**config.mk**
```make
export PLATFORM = sky130hd
export DESIGN_NAME = shift_rotate_sequencer
export DESIGN_NICKNAME = d
export VERILOG_FILES = /design/src/rtl/shift_pkg.sv /design/src/rtl/shift_rotate_sequencer_step.sv /design/src/rtl/shift_rotate_sequencer.sv
export SDC_FILE = /design/constraint.sdc
export NUM_CORES = 1
export LEC_CHECK = 0
export ABC_AREA = 1
export CAP_MARGIN = 30
export CORE_UTILIZATION = 53
export DETAILED_ROUTE_END_ITERATION = 10
export GPL_TIMING_DRIVEN = 0
export PLACE_DENSITY = 0.8
export SYNTH_ARGS = -nofsm -noshare
export SYNTH_HDL_FRONTEND = slang
export SYNTH_SLANG_ARGS = --single-unit
```
**constraint.sdc**
```tcl
create_clock -name clk -period 1.75 [get_ports clk]
set_input_delay 0.35 -clock clk [delete_from_list [all_inputs] [get_ports clk]]
set_output_delay 0.35 -clock clk [all_outputs]
set_load 0.05 [all_outputs]
```
**src/rtl/shift_pkg.sv**
```systemverilog
// Shared encodings and defaults for the bit-serial shift/rotate sequencer.
package shift_pkg;

    localparam int unsigned WIDTH_DEF   = 32;
    localparam int unsigned SHAMT_W_DEF = 5;

    typedef enum logic [2:0] {
        OP_SHR  = 3'd0,
        OP_SHRA = 3'd1,
        OP_SHL  = 3'd2,
        OP_ROR  = 3'd3,
        OP_ROL  = 3'd4
    } op_e;

    typedef enum logic [1:0] {
        IDLE  = 2'd0,
        SHIFT = 2'd1,
        DONE  = 2'd2
    } state_e;

    function automatic logic op_legal(input logic [2:0] op);
        return op <= 3'(OP_ROL);
    endfunction

endpackage

```
**src/rtl/shift_rotate_sequencer_step.sv**
```systemverilog
// Combinational one-bit step of the working register for the selected operation.
module shift_step_1
    import shift_pkg::*;
#(
    parameter int unsigned WIDTH = WIDTH_DEF
) (
    input  logic [WIDTH-1:0] work,
    input  logic [2:0]       op,
    output logic [WIDTH-1:0] stepped
);

    always_comb begin
        stepped = work;
        case (op)
            3'(OP_SHR):  stepped = {1'b0, work[WIDTH-1:1]};
            3'(OP_SHRA): stepped = {work[WIDTH-1], work[WIDTH-1:1]};
            3'(OP_SHL):  stepped = {work[WIDTH-2:0], 1'b0};
            3'(OP_ROR):  stepped = {work[0], work[WIDTH-1:1]};
            3'(OP_ROL):  stepped = {work[WIDTH-2:0], work[WIDTH-1]};
            default:     stepped = work;
        endcase
    end

endmodule

```
**src/rtl/shift_rotate_sequencer.sv**
```systemverilog
// Multi-cycle shift/rotate controller: one bit position per clock, start/done handshake.
module shift_rotate_sequencer
    import shift_pkg::*;
#(
    parameter int unsigned WIDTH   = WIDTH_DEF,
    parameter int unsigned SHAMT_W = SHAMT_W_DEF
) (
    input  logic               clk,
    input  logic               clr,
    input  logic               start,
    input  logic [2:0]         op,
    input  logic [WIDTH-1:0]   operand,
    input  logic [SHAMT_W-1:0] amount,
    output logic               busy,
    output logic               done,
    output logic               err,
    output logic [WIDTH-1:0]   result
);

    state_e             state, state_next;
    logic [WIDTH-1:0]   work;
    logic [WIDTH-1:0]   stepped;
    logic [SHAMT_W-1:0] count;
    logic [2:0]         op_q;
    logic [WIDTH-1:0]   result_q;
    logic               err_q;
    logic               accept;
    logic               immediate;
    logic               last_step;

    shift_step_1 #(.WIDTH(WIDTH)) u_step (
        .work    (work),
        .op      (op_q),
        .stepped (stepped)
    );

    always_ff @(posedge clk) begin
        if (clr) begin
            state <= IDLE;
        end else begin
            state <= state_next;
        end
    end

    // DONE accepts a new start directly so back-to-back operations lose no cycle.
    always_comb begin
        accept     = 1'b0;
        immediate  = 1'b0;
        last_step  = 1'b0;
        state_next = state;
        case (state)
            IDLE, DONE: begin
                accept    = start;
                immediate = (amount == '0) || !op_legal(op);
                if (start) begin
                    state_next = immediate ? DONE : SHIFT;
                end else begin
                    state_next = IDLE;
                end
            end
            SHIFT: begin
                last_step  = (count == SHAMT_W'(1));
                state_next = last_step ? DONE : SHIFT;
            end
            default: state_next = IDLE;
        endcase
    end

    always_ff @(posedge clk) begin
        if (clr) begin
            work     <= '0;
            count    <= '0;
            op_q     <= '0;
            result_q <= '0;
            err_q    <= 1'b0;
        end else if (accept) begin
            work  <= operand;
            count <= amount;
            op_q  <= op;
            err_q <= !op_legal(op);
            if (immediate) begin
                result_q <= operand;
            end
        end else if (state == SHIFT) begin
            work  <= stepped;
            count <= count - SHAMT_W'(1);
            if (last_step) begin
                result_q <= stepped;
            end
        end
    end

    assign busy   = (state == SHIFT);
    assign done   = (state == DONE);
    assign err    = err_q;
    assign result = result_q;

endmodule

```
# Yosys cells after proc, flatten, opt, wreduce, memory -nomap -nowiden
# Cells that the tools add are included.
[classes]
addsub = 1
n_lt_le_gt_ge = 1
eq_ne = 8
mux = 16
n_reduce_logical = 9
[ops]
columns = ["operator", "count"]
rows = [
  ["two-way mux 32 bit", 6],
  ["case mux 32 bit (5 select lines)", 1],
  ["two-way mux 5 bit", 2],
  ["equality test 3 x 2 -> 1 bit (second input constant)", 2],
  ["two-way mux 2 bit", 3],
  ["equality test 5 x 1 -> 1 bit (second input constant)", 1],
  ["logical NOT 5 bit", 1],
  ["subtractor 5 x 1 -> 5 bit (second input constant)", 1],
  ["case mux 2 bit (2 select lines)", 1],
  ["nonzero test 2 bit", 2],
  ["equality test 3 x 1 -> 1 bit (second input constant)", 1],
  ["equality test 3 bit (second input constant)", 1],
  ["less-or-equal comparator 3 bit (second input constant)", 1],
  ["logical NOT 3 bit", 1],
  ["two-way mux 1 bit", 3],
  ["AND reduction 3 bit", 1],
  ["equality test 2 x 1 -> 1 bit (second input constant)", 1],
  ["equality test 2 bit (second input constant)", 1],
  ["logical NOT 2 bit", 1],
  ["inequality test 2 x 1 -> 1 bit (second input constant)", 1],
  ["OR reduction 2 bit", 1],
  ["logical NOT 1 bit", 1],
  ["logical OR 1 bit", 1],
]
[totals]
register_bits = 75
inputBits = 43
output_inout_bits = 35

# Logic depth before layout (Yosys ltp)
# Gate-level depths: netlist (run 1).
[depth]
word_depth = 6
mapped_depth = 11
ltp_nobuf = 10

# Modules after synthesis
# Synthesis (run 1) repeated with hierarchy kept, for this count alone.
[hier_totals]
hier_cells = 685
hier_area_um2 = 4245.3
[by_module_without_submodules]
columns = ["mod", "instances", "cells_each", "area_per_inst_um2", "seq_area_each_um2"]
rows = [
  ["shift_rotate_sequencer", 1, 472, 3388.2, 1501.4],
  ["shift_step_1", 1, 213, 857.1, 0.0],
]

# Least setup slack after synthesis (run 1)
# Ideal clock, no wire load.
[synth_timing]
path_kind = "reg2reg"
from = "register state[0]"
to = "register work[21]"
setup_ns = 0.109
arrival_time_ns = 1.621
path_slack_ns = 0.020
path_stages_with_launch = 10
n_path_buf = 2
path_cell_list = "dfxtp_1 inv_1 nor2_2 inv_1 nand2_1 buf_2 buf_2 nand3_1 nand2_1 inv_1"
[synth_via]
elab_cells_between_ends = 7
cone_classes = "2 x eq/ne; 2 x mux; 3 x reduce/logical"
[synth_rtl]
columns = ["element", "line", "text"]
rows = [
  ["start: declaration", "shift_rotate_sequencer.sv:20", "state_e state, state_next;"],
  ["start signal: assignment", "shift_rotate_sequencer.sv:41", "state <= state_next;"],
  ["equality test 2 x 1 -> 1 bit", "--", ""],
  ["net busy", "shift_rotate_sequencer.sv:14", "output logic busy,"],
  ["nonzero test 2 bit (no source line)", "--", ""],
  ["end signal: assignment", "shift_rotate_sequencer.sv:77", "work <= operand;"],
  ["end signal: assignment", "shift_rotate_sequencer.sv:85", "work <= stepped;"],
  ["end: declaration", "shift_rotate_sequencer.sv:21", "logic [WIDTH-1:0] work;"],
]
# The timed path passes the listed nets, and every way through them passes these cells.
# A chain may end at the register's enable or synchronous reset.

# Final worst setup path (run 1)
[layout_timing]
from = "register op_q[1]"
to = "register result_q[13] (netlist: result[13])"
[layout_via]
elab_chain_cells = 5
elab_cells_between_ends = 9
cone_classes = "4 x eq/ne; 4 x mux; 1 x reduce/logical"
[layout_rtl]
columns = ["element", "line", "text"]
rows = [
  ["start: declaration", "shift_rotate_sequencer.sv:24", "logic [2:0] op_q;"],
  ["start signal: assignment", "shift_rotate_sequencer.sv:79", "op_q <= op;"],
  ["equality test 3 bit, or another cell as far along", "shift_rotate_sequencer_step.sv:14", "case (op)"],
  ["case mux 32 bit (5 select lines) (*)", "shift_rotate_sequencer_step.sv:14", ""],
  ["two-way mux 32 bit (*)", "shift_rotate_sequencer.sv:87", "if (last_step) begin"],
  ["two-way mux 32 bit (*)", "shift_rotate_sequencer.sv:84", "end else if (state == SHIFT) begin"],
  ["two-way mux 32 bit (*)", "shift_rotate_sequencer.sv:76", "end else if (accept) begin"],
  ["end signal: assignment", "shift_rotate_sequencer.sv:82", "result_q <= operand;"],
  ["end signal: assignment", "shift_rotate_sequencer.sv:88", "result_q <= stepped;"],
  ["end: declaration", "shift_rotate_sequencer.sv:25", "logic [WIDTH-1:0] result_q;"],
]
# Mark *: on every way between the ends. The rest lies on a longest branch, timed or not. The select of a mux whose other input is x is not followed.

==> results.md, run 1 <==
* Outcome: finished, final reports clean
* Total of max-cap violations at 0
* Initial antenna violation count at 0
* Hold Fails Final Rpt at 0
* Max-slew headroom at 62.3%
* Setup TNS Final at 0 ns
* CTS clk-pin slew, worst paths at 0.09 ns
* IO buf count at 77
* Leakage power at 3.23 nW
* Worst-Skew Late Latency at 0.37 ns
* Clk root buf: clkbuf_8
* Max-slew violations at 0
* Synth top area share at 33.6%
* CP Data Arrival Time at 1.95 ns
* Crit share post-route at 96.2%
* Number of flops mapped to enable cells by yosys at 0
* Hold Buf Count CTS at 0
* Congestion Overflow GR at 0
* Most common cell in the netlist: nand2_1
* Ratio of cells with drive above 1 in the final layout at 6.74%
* DRC violations left at 0
* Yosys reg bits at 75
* FMAX at 0.594 GHz
* Post-synth top flop: dfxtp_1
* Cell area after synthesis at 0.00447 mm²
* Crit path required time at 2.02 ns
* Ant diodes at 0
* M2 GR Usage at 50.0%
* Fraction of registers with async set/reset at 0%
* Worst slack at placement at -0.565 ns
* Netlist cell types at 21
* Worst-path maximum fanout at 10
* TritonCTS buffer count at 9
* Synth warn at 0
* Tot GR Track Use at 29.8%
* Routability congestion estimate from global placement at 0.952
* Final ANT Viol Nets at 0
* Clk buf depth at 2
* Vias per cell at 5.00
* RSZ-0062 raised after global routing: true
* Setup CP Type: register to register
* Starting density of the core at 54.7%
* Worst Slack Setup Final at 0.0667 ns
* Final Setup Violations at 0
* Hold WC Path Type: register to register
* Largest net degree at the start of global routing at 14
* Max VDD drop at 0.000465 V
* Min cycle time layout at 1.68 ns
* Pwr dens at 933 mW/mm²
* Vias in the first global route at 4496
* Sequential share of the synthesized area at 33.6%
* Synthesized Nets at 829
* DR pass1 iterations at 5
* CP endpoint kind: register
* Die ar. at 0.00881 mm²
* Power, Total at 5.20 mW
* Die height at 93.9 µm
* Synth top cells by count: 237 x nand2_1, 168 x inv_1, 94 x nand3_1
* Syn Inst Count at 784
* Worst Tran Pin Value at 0.566 ns
* Area leader, netlist: dfxtp_1
* Final net count at 916
* Busiest layer in global routing: met2
* Row count at 33
* Clk sinks at 75
* Drt total wl at 12500 µm
* Core Region at 0.00818 mm²
* First-pass GRT wire length at 20400 µm
* Met3 usage at 5.74%
* Setup Skew at 0.0166 ns
* Area contributors post-synth: dfxtp_1 34%, nand2_1 20%, inv_1 14%, nand3_1 11%, nor2_1 6.9%
* Initial DRC count at 408
* Final core occ at 68.2%
* WL per Instance at 12.7 µm
* Die width at 93.9 µm
* Routing usage on met1 at 37.7%
* Mapped Avg Cell Area at 5.71 µm²
* Startpoint types: register
* Number of I/O pins at 78
* # H-tree levels at 3
* CTS tree: yes
* DPL Wire Length at 9150 µm
* Vias at 4909
* Layout area overhead at 24.7%
path summary, 6_finish.rpt:
kind	endpoint	start	cells after the start	slack (ns)
max	result[13]	op_q[1]	9	0.07
min	count[1]	count[1]	2	0.51
max reg2reg	result[13]	op_q[1]	9	0.07
min reg2reg	count[1]	count[1]	2	0.51
critical path: stages, from the launching register on:
cell and delay (ns):
dfxtp_1 0.37, o21ai_1 0.36, nand2_2 0.14, inv_4 0.17, buf_6 0.16, nand2_1 0.06, nand2_1 0.08, nand3_1 0.13
nand2_1 0.10, inv_1 0.04
cells in the final DEF (no fill, tap or decap), drive strengths merged, types with 18 or more instances in the layout:
| cell type | instances |
|---|---|
| o21ai | 41 |
| nor2 | 83 |
| clkbuf | 31 |
| dlygate4sd2 | 33 |
| dfxtp | 75 |
| a21oi | 31 |
| inv | 172 |
| buf | 18 |
| clkdlybuf4s50 | 42 |
| nand2 | 240 |
| nand3 | 94 |
per-stage QoR:
stage | hold WS (ns) | area (µm²) | cells
CTS | 0.508 | 5520 | 982
finish | 0.511 | 5580 | 981
floorplan | 0.468 | 4470 | 784
global placement | 0.486 | 5380 | 966
global route | 0.523 | 5580 | 981
detailed placement | 0.494 | 5380 | 966
state kept, by name, indices dropped and copies added, names as in the netlist:
signal,cells
result,32
work,32
state,2
err,1
count,5
op_q,3
power breakdown:
group | switching [mW] | leakage [nW] | internal, mW
registers | 0.131 | 0.622 | 1.91
logic | 1.26 | 2.52 | 0.629
clock network | 0.719 | 0.0885 | 0.551
cell type report:
cell class | instances | area [µm²]
fill | 793 | 2600
clock buffer | 10 | 138
timing repair buffer | 77 | 724
clock inverter | 6 | 38.8
multi-input combinational | 499 | 2160
tap | 105 | 131
buffer | 38 | 235
inverter | 171 | 644
sequential | 75 | 1500
repair_timing:
| item | 4_1_cts | 5_1_grt |
|---|---|---|
| gates resized for setup | 41 | 36 |
| endpoints found under the setup margin | 67 | 55 |
| buffers inserted | 0 | 0 |
| cloned | 0 | 0 |
routing by layer:
| layer | vias to the layer above | wire length, µm |
|---|---|---|
| met1 | 2184 | 5560 |
| met2 | 180 | 5840 |
| met4 | 0 | 201 |
| met3 | 21 | 883 |
| li1 | 2524 | - |
| met5 | - | 0 |
cells by family after synthesis:
logic type	count (synthesis)	share of synthesized area (%)
AND/OR/NAND/NOR	418	38.0
adder cells (fa/ha/maj)	2	0.559
flip-flops	75	33.6
buffers and inverters	210	18.7
AO/OA/AOI/OAI	77	8.81
XOR/XNOR	2	0.392
(Power assumes the default switching activity.)
==> run 2: changes to the inputs <==
--- a/config.mk
+++ b/config.mk
@@ -7,6 +7,7 @@
 export LEC_CHECK = 0
 export ABC_AREA = 1
 export CAP_MARGIN = 30
+export CORE_MARGIN = 4
 export CORE_UTILIZATION = 53
 export DETAILED_ROUTE_END_ITERATION = 10
 export GPL_TIMING_DRIVEN = 0
==> results.md, run 2 (synthesized netlist as in run 1, its figures left out) <==
* Outcome: finished, final reports clean
* DPL Wire Length at 9280 µm
* Worst slack at placement at -0.601 ns
* Max-slew violations at 0
* Final Setup Violations at 0
* Crit path max-delay cell type: dfxtp_2
* Power, Total at 5.48 mW
* WL per Instance at 12.9 µm
* CP top delay family: simple AND/OR/NAND/NOR gates
* Most frequent cells in the layout: 235 x nand2_1, 168 x inv_1, 94 x nand3_1
* Setup TNS Final at 0 ns
* Layout area overhead at 25.7%
* Initial antenna violation count at 0
* Hold Fails Final Rpt at 0
* Die ar. at 0.00997 mm²
* Commonest non-fill, non-tap cell in the layout: nand2_1
* RSZ-0062 raised after global routing: true
* CP endpoint kind: register
* Row count at 33
* Drt total wl at 12700 µm
* Final net count at 917
* Setup CP Type: register to register
* Final ANT Viol Nets at 0
* Worst path most repeated cell: nand2_1
* CP Data Arrival Time at 1.93 ns
* Buffers and inverters on the worst path at 4
* Number of I/O pins at 78
* Vias per cell at 5.03
* Worst-Skew Late Latency at 0.37 ns
* DR pass1 iterations at 5
* Die height at 99.9 µm
* FMAX at 0.603 GHz
* Worst Slack Setup Final at 0.0927 ns
* Hold WC Path Type: register to register
* Die width at 99.9 µm
* CTS tree: yes
* Max-slew headroom at 63.9%
* Starting density of the core at 54.4%
* Worst-path maximum fanout at 10
* Vias in the first global route at 4597
* Fillers at 770
* Max VDD drop at 0.000496 V
* CP max stage delay at 0.36 ns
* # H-tree levels at 3
* Largest net degree at the start of global routing at 14
* Core Region at 0.00822 mm²
* Min cycle time layout at 1.66 ns
* Ratio of cells with drive above 1 in the final layout at 6.84%
* Crit path required time at 2.02 ns
* TritonCTS buffer count at 9
* IO buf count at 77
* Clk buf depth at 2
* Pwr dens at 975 mW/mm²
* Clk sinks at 75
* Setup Skew at 0.00872 ns
* Worst reg2reg setup slack at 0.09 ns
* Vias at 4939
* Congestion Overflow GR at 0
* Total of max-cap violations at 0
* DRC violations left at 0
* Ant diodes at 0
* CTS clk-pin slew, worst paths at 0.09 ns
* Initial DRC count at 414
* Tot GR Track Use at 26.3%
* Startpoint types: register
* Clk root buf: clkbuf_8
* First-pass GRT wire length at 21200 µm
* Worst Tran Pin Value at 0.541 ns
* Crit share post-route at 94.7%
* Critical path cell sequence: inv_2 -> nand2_2 -> nand2_4 -> nand2_2 -> inv_4 -> buf_6 -> nand2_1 -> nand2_1 -> nand3_1 -> nand2_1 -> inv_1
* Leakage power at 3.25 nW
* Routability congestion estimate from global placement at 0.917
[run 2: cell count changes in the layout (fill, tap and decap cells not counted), moves of 2 or more]
cell and delta:
bufinv_16 +2, clkinv_2 -2, dfxtp_1 -2, dfxtp_2 +2
[run 2: area by class of cell]
class                   count  area (µm²)  share of cell area (%)
repair buffers             78         727                    12.9
inverters                 171         644                    11.5
clock inverters             6        88.8                    1.58
well taps                 105         131                    2.34
multi-input cells         499        2160                    38.5
plain buffers              38         226                    4.03
flip-flops and latches     75        1500                    26.7
clock buffers              10         138                    2.45
[run 2: report_power, final]
part / leakage (nW) / switching, mW / internal, mW
Clock: 0.108 / 0.714 / 0.842
Sequential: 0.622 / 0.131 / 1.91
Combinational: 2.52 / 1.26 / 0.627
[run 2: worst paths after layout]
check	start	cells after the start	endpoint
worst max-delay path	op_q[0]	11	result[14]
worst min-delay path	count[3]	2	count[3]
worst max register to register	op_q[0]	11	result[14]
worst min register to register	count[3]	2	count[3]
[run 2: worst min-delay path: stages (launching register included)]
cell	delay, ns
dfxtp_1	0.33
nand2_1	0.06
a31oi_1	0.07
[run 2: per-stage QoR]
stage | instances | utilization, % | instance area [µm²] | hold WS (ns)
after global routing | 982 | 68.4 | 5620 | 0.533
after global placement | 966 | 65.4 | 5380 | 0.486
after detailed placement | 966 | 65.4 | 5380 | 0.498
after CTS | 982 | 67.7 | 5570 | 0.510
after floorplan | 784 | - | 4470 | 0.468
final | 982 | 68.4 | 5620 | 0.509
[run 2: timing repair]
action                     4_1_cts  5_1_grt
hold buffers                     0        0
setup endpoints to repair       67       64
resized for setup               40       34
buffers inserted                 0        1
pin swaps                        0        1
[run 2: per-layer routing]
| layer | track usage (%) | vias up | routed length, µm |
|---|---|---|---|
| met5 | 0 | - | 0 |
| met2 | 42.6 | 187 | 6050 |
| li1 | - | 2516 | - |
| met3 | 4.52 | 18 | 937 |
| met1 | 35.4 | 2218 | 5540 |
| met4 | 8.82 | 0 | 170 |
